<file path="src/rtl/inst_fetch.sv">
// Instruction fetch stage: PC, single-outstanding imem read, output register
// with one-entry skid buffer, and redirect handling that discards in-flight reads.
module inst_fetch #(
   parameter logic [31:0] RESET_PC = 32'h0000_0000,
   parameter logic [31:0] NOP_INST = 32'h0000_0013
) (
   input  logic        i_clk,
   input  logic        i_rst,
   output logic        o_imem_req,
   output logic [31:0] o_imem_addr,
   input  logic        i_imem_ready,
   input  logic        i_imem_valid,
   input  logic [31:0] i_imem_data,
   input  logic        i_stall,
   input  logic        i_redirect,
   input  logic [31:0] i_redirect_pc,
   output logic        o_inst_valid,
   output logic [31:0] o_inst_data,
   output logic [31:0] o_inst_pc
);

   localparam int unsigned XLEN = 32;

   typedef enum logic [1:0] {S_BOOT, S_REQ, S_WAIT, S_FULL} state_e;

   state_e            state_q, state_d;
   logic [XLEN-1:0]   fetch_pc_q, fetch_pc_d;
   logic [XLEN-1:0]   req_pc_q, req_pc_d;
   logic              or_valid_q, or_valid_d;
   logic [XLEN-1:0]   or_data_q, or_data_d;
   logic [XLEN-1:0]   or_pc_q, or_pc_d;
   logic [XLEN-1:0]   sb_data_q, sb_data_d;
   logic [XLEN-1:0]   sb_pc_q, sb_pc_d;
   logic              kill_q, kill_d;

   logic              req_c;
   logic              accept_c;
   logic              consume_c;

   assign req_c       = (state_q == S_REQ) & ~i_redirect;
   assign accept_c    = req_c & i_imem_ready;
   assign consume_c   = or_valid_q & ~i_stall;

   assign o_imem_req   = req_c;
   assign o_imem_addr  = fetch_pc_q;
   assign o_inst_valid = or_valid_q;
   assign o_inst_data  = or_data_q;
   assign o_inst_pc    = or_pc_q;

   // State register
   always_ff @(posedge i_clk or posedge i_rst) begin
      if (i_rst) state_q <= S_BOOT;
      else       state_q <= state_d;
   end

   // Next-state logic; redirect overrides everything except an empty wait
   always_comb begin
      state_d = state_q;
      case (state_q)
         S_BOOT: state_d = S_REQ;
         S_REQ:  if (accept_c) state_d = S_WAIT;
         S_WAIT: begin
            if (i_imem_valid) begin
               if (kill_q || !or_valid_q || consume_c) state_d = S_REQ;
               else                                    state_d = S_FULL;
            end
         end
         S_FULL: if (consume_c) state_d = S_REQ;
         default: state_d = S_BOOT;
      endcase
      if (i_redirect) begin
         if (state_q == S_WAIT && !i_imem_valid) state_d = S_WAIT;
         else                                    state_d = S_REQ;
      end
   end

   // Datapath next values: PC advance, OR/SB loads, kill tracking
   always_comb begin
      fetch_pc_d = fetch_pc_q;
      req_pc_d   = req_pc_q;
      or_valid_d = or_valid_q;
      or_data_d  = or_data_q;
      or_pc_d    = or_pc_q;
      sb_data_d  = sb_data_q;
      sb_pc_d    = sb_pc_q;
      kill_d     = kill_q;
      if (i_redirect) begin
         fetch_pc_d = i_redirect_pc & ~XLEN'(3);
         or_valid_d = 1'b0;
         or_data_d  = NOP_INST;
         kill_d     = (state_q == S_WAIT) && !i_imem_valid;
      end else begin
         if (consume_c) begin
            or_valid_d = 1'b0;
            or_data_d  = NOP_INST;
         end
         case (state_q)
            S_REQ: begin
               if (accept_c) begin
                  req_pc_d   = fetch_pc_q;
                  fetch_pc_d = fetch_pc_q + XLEN'(4);
               end
            end
            S_WAIT: begin
               if (i_imem_valid) begin
                  if (kill_q) begin
                     kill_d = 1'b0;
                  end else if (!or_valid_q || consume_c) begin
                     or_valid_d = 1'b1;
                     or_data_d  = i_imem_data;
                     or_pc_d    = req_pc_q;
                  end else begin
                     sb_data_d = i_imem_data;
                     sb_pc_d   = req_pc_q;
                  end
               end
            end
            S_FULL: begin
               if (consume_c) begin
                  or_valid_d = 1'b1;
                  or_data_d  = sb_data_q;
                  or_pc_d    = sb_pc_q;
               end
            end
            default: ;
         endcase
      end
   end

   // Datapath registers
   always_ff @(posedge i_clk or posedge i_rst) begin
      if (i_rst) begin
         fetch_pc_q <= RESET_PC;
         req_pc_q   <= '0;
         or_valid_q <= 1'b0;
         or_data_q  <= NOP_INST;
         or_pc_q    <= '0;
         sb_data_q  <= '0;
         sb_pc_q    <= '0;
         kill_q     <= 1'b0;
      end else begin
         fetch_pc_q <= fetch_pc_d;
         req_pc_q   <= req_pc_d;
         or_valid_q <= or_valid_d;
         or_data_q  <= or_data_d;
         or_pc_q    <= or_pc_d;
         sb_data_q  <= sb_data_d;
         sb_pc_q    <= sb_pc_d;
         kill_q     <= kill_d;
      end
   end

endmodule

</file>
<file path="config.mk">
export PLATFORM = sky130hd
export DESIGN_NAME = inst_fetch
export DESIGN_NICKNAME = d
export VERILOG_FILES = /design/src/rtl/inst_fetch.sv
export SDC_FILE = /design/constraint.sdc
export NUM_CORES = 1
export LEC_CHECK = 0
export ABC_AREA = 1
export ABC_CLOCK_PERIOD_IN_PS = 14800
export CAP_MARGIN = 10
export CELL_PAD_IN_SITES_DETAIL_PLACEMENT = 1
export CELL_PAD_IN_SITES_GLOBAL_PLACEMENT = 1
export CORE_ASPECT_RATIO = 0.9
export CORE_MARGIN = 4
export CORE_UTILIZATION = 42
export CTS_CLUSTER_DIAMETER = 120
export DETAILED_ROUTE_END_ITERATION = 16
export GPL_TIMING_DRIVEN = 0
export HOLD_SLACK_MARGIN = 0.12
export PLACE_DENSITY_LB_ADDON = 0.1
export SYNTH_ARGS = -nofsm -noshare
export SYNTH_HDL_FRONTEND = slang
export SYNTH_SLANG_ARGS = --single-unit
export TNS_END_PERCENT = 1
</file>
<file path="constraint.sdc">
create_clock -name i_clk -period 14.8 [get_ports i_clk]
set_clock_uncertainty 0.05 [all_clocks]
set_input_delay 1.48 -clock i_clk [delete_from_list [all_inputs] [get_ports i_clk]]
set_output_delay 1.48 -clock i_clk [all_outputs]
set_load 0.01 [all_outputs]
</file>
==> summary.txt <==
status = finished, final reports clean
# DRC = 0
critical path capture point type = output pin
Yosys top cell area share = 49.5%
Top Ports = 168
Hold/Removal Path Class = reg -> reg
Via Count = 9,015
worst endpoint required time = 13.27 ns
Leak = 5.49 nW
TritonCTS buffer count = 17
Max FO, Critical Path = 10
pre-CTS setup slack = 10.80 ns
Initial Utilization = 43.0%
headroom to the max-slew limit = 47.0%
Total GRT Usage = 26.1%
Yosys cell types = 39
max cap viols = 0
wire per inst = 18.5 µm
core outline area = 21,800 µm²
top cell type by total area after synthesis = dfrtp_1
row cnt = 51
fin. max-slew vios = 0
vias in the first global route = 9,349
H-tree depth = 4
reg2reg start = state_q[1]
largest net degree at the start of global routing = 124
R2R cell count = 9
crit path launch = i_redirect
Post-Place Cells = 1,672
CP Capture Point = o_imem_req
final wirelength = 31.5 mm
Die Y = 150 µm
Die X = 165 µm
synth warn = 0
RSZ-0062 raised after global routing = no
Sink Count = 188
IO Port Bufs = 160
nets = 1,474
Post-CTS Setup Bufs = 0
Synth Area per Inst = 7.69 µm²
final non-filler cell total = 1,704
Post-CTS Resized = 0
Area growth, synth to finish = 27.9%
Post-Syn Instances = 1,217
Synth Cell Area = 9350 µm²
IR drop worst, VDD = 0.0829 mV
Fill cells = 2,697
Period Utilization, post-route = 27.1%
initial antenna violation count = 1
Clock transition at path regs = 0.07 ns
Worst Tran Pin Value = 0.795 ns
final hold violations = 0
first drt pass iteration count = 5
ant diodes = 0
setup tns final = 0 ns
Critical R2R Capture = o_imem_addr[24]
Initial DRC Count = 574
#FFs+latches synth = 188
fmax = 0.249 GHz
first-pass GRT wire length = 50.8 mm
cell area after placement = 11,400 µm²
sequential area share after synthesis = 50.3%
flop2flop setup slack = 12.56 ns
Final ANT Viol Nets = 0
clk root buf = clkbuf_16
min Tclk post-route = 4.02 ns
Startpoint Class = primary input
CTS tree = yes
endpoints failing setup = 0
Tot Pwr = 2.04 mW
flip-flop and latch area = 4710 µm²
CTS Hold Buffers Added = 0
Crit Path Class = in -> out
detailed placement HPWL = 22.8 mm
gpl congestion = 0.846
CTS Buffer Depth = 2
clk_lat worst skew = 0.44 ns
Multi-input gate area = 3810 µm²
synth top area cells = dfrtp_1 (49%), nand2_1 (12%), o21ai_0 (8.7%), a21oi_1 (6.8%), inv_1 (5.5%)
PwrDens = 171 nW/µm²
Arr. time, crit path = 2.49 ns
total gr overflow = 0
post-route setup slack = 10.78 ns
Design Area, Final = 12,000 µm²
DR vias/cell = 5.29
full die area = 24,700 µm²
fraction of layout cells with a size suffix above 1 = 6.30%
[state kept, by name, summed over array words and instances, names as in the netlist]
signal,flops
sb_pc_q,30
o_inst_valid,1
req_pc_q,30
o_inst_pc,30
state_q,2
o_imem_addr,30
kill_q,1
sb_data_q,32
o_inst_data,32
[cells in the mapped netlist (all sizes together)]
library cell and count:
clkbuf 37, a22oi 1, xnor2 2, mux2 4, buf 35, inv 142
nand4 3, a22o 2, nor2 88, o21ai 198, o221ai 1, and2 1
o311ai 2, a31oi 6, nand2 308, o22ai 1, dfrtp 185, nor3 4
xor2 3, o211ai 14, ha 4, dfstp 3, nor4 1, nand3b 2
a21oi 127, o21bai 1, o21a 6, conb 1, or2 3, nand3 32
[how the worst min path moves through the flow]
stage	from	cells past startpoint	to
after floorplan	sb_pc_q[12]	2	sb_pc_q[12]
after global placement	sb_pc_q[3]	2	sb_pc_q[3]
after detailed placement	sb_pc_q[13]	2	sb_pc_q[13]
after CTS	sb_pc_q[13]	2	sb_pc_q[13]
after global routing	sb_pc_q[22]	2	sb_pc_q[22]
final	sb_pc_q[13]	2	sb_pc_q[13]
[layer usage]
| layer | track usage, % | share of wire (%) | vias to the layer above | routed length (µm) |
|---|---|---|---|---|
| met5 | 0 | 0.041 | - | 13 |
| li1 | - | - | 4300 | - |
| met1 | 39.0 | 48 | 4461 | 15100 |
| met3 | 4.32 | 5.0 | 29 | 1570 |
| met2 | 39.9 | 46 | 223 | 14300 |
| met4 | 6.02 | 1.3 | 2 | 416 |
[cells in the final DEF (no fill, tap or decap), types with 3 or more instances in the layout]
cell | Yosys | routed
o21a_1 | 6 | 6
nand2_1 | 306 | 306
nor3_1 | 3 | 3
clkbuf_1 | 37 | 37
inv_2 | 4 | 4
inv_6 | 0 | 3
a31oi_1 | 6 | 6
a21oi_1 | 127 | 127
buf_2 | 26 | 26
inv_8 | 0 | 4
buf_1 | 5 | 5
inv_1 | 138 | 137
buf_4 | 4 | 4
ha_1 | 4 | 4
or2_2 | 3 | 3
nand4_1 | 3 | 3
o211ai_1 | 14 | 14
conb_1 | 1 | 4
clkinv_8 | 0 | 4
clkbuf_16 | 0 | 17
nor2_1 | 80 | 80
o21ai_1 | 35 | 35
dfstp_2 | 3 | 3
xor2_1 | 3 | 3
mux2_2 | 4 | 4
o21ai_0 | 163 | 163
dfrtp_1 | 185 | 185
nor2_2 | 7 | 7
nand3_1 | 32 | 32
clkdlybuf4s50_1 | 0 | 160
[worst max-delay path: stages]
cell             delay [ns]
buf_2                  0.21
nor2_1                 0.18
clkdlybuf4s50_1        0.61
[where the power goes]
part	leakage [nW]	switching (mW)	internal (mW)	total (mW)
Clock	0.291	0.230	0.235	0.465
Combinational	2.90	0.470	0.335	0.804
Sequential	2.30	0.105	0.668	0.773
[through the flow]
stage / hold slack [ns] / utilization (%)
after floorplan: 0.403 / -
after CTS: 0.442 / 55.0
after global routing: 0.476 / 55.0
after global placement: 0.416 / 52.1
final: 0.439 / 55.0
after detailed placement: 0.423 / 52.2
[logic make-up (layout without fill, tap and decap cells)]
kind of cell	count (synthesis)	in the layout	synth area share, %
compound gates	359	359	20.1
xor+xnor	5	5	0.468
fa+ha+maj	4	4	0.535
buf+inv	214	407	9.10
flops	188	188	50.3
mux	4	4	0.482
other cells	1	4	0.0401
simple gates	442	442	19.0
[layout make-up]
| type | instances | share of cell area [%] |
|---|---|---|
| repair buffers | 161 | 13.6 |
| clock buffers | 19 | 3.79 |
| clock inverters | 13 | 1.22 |
| well taps | 291 | 3.04 |
| flip-flops and latches | 188 | 39.3 |
| inverters | 142 | 4.52 |
| multi-input cells | 818 | 31.8 |
| plain buffers | 72 | 2.66 |
No activity file was read; power rests on OpenSTA's default activity.
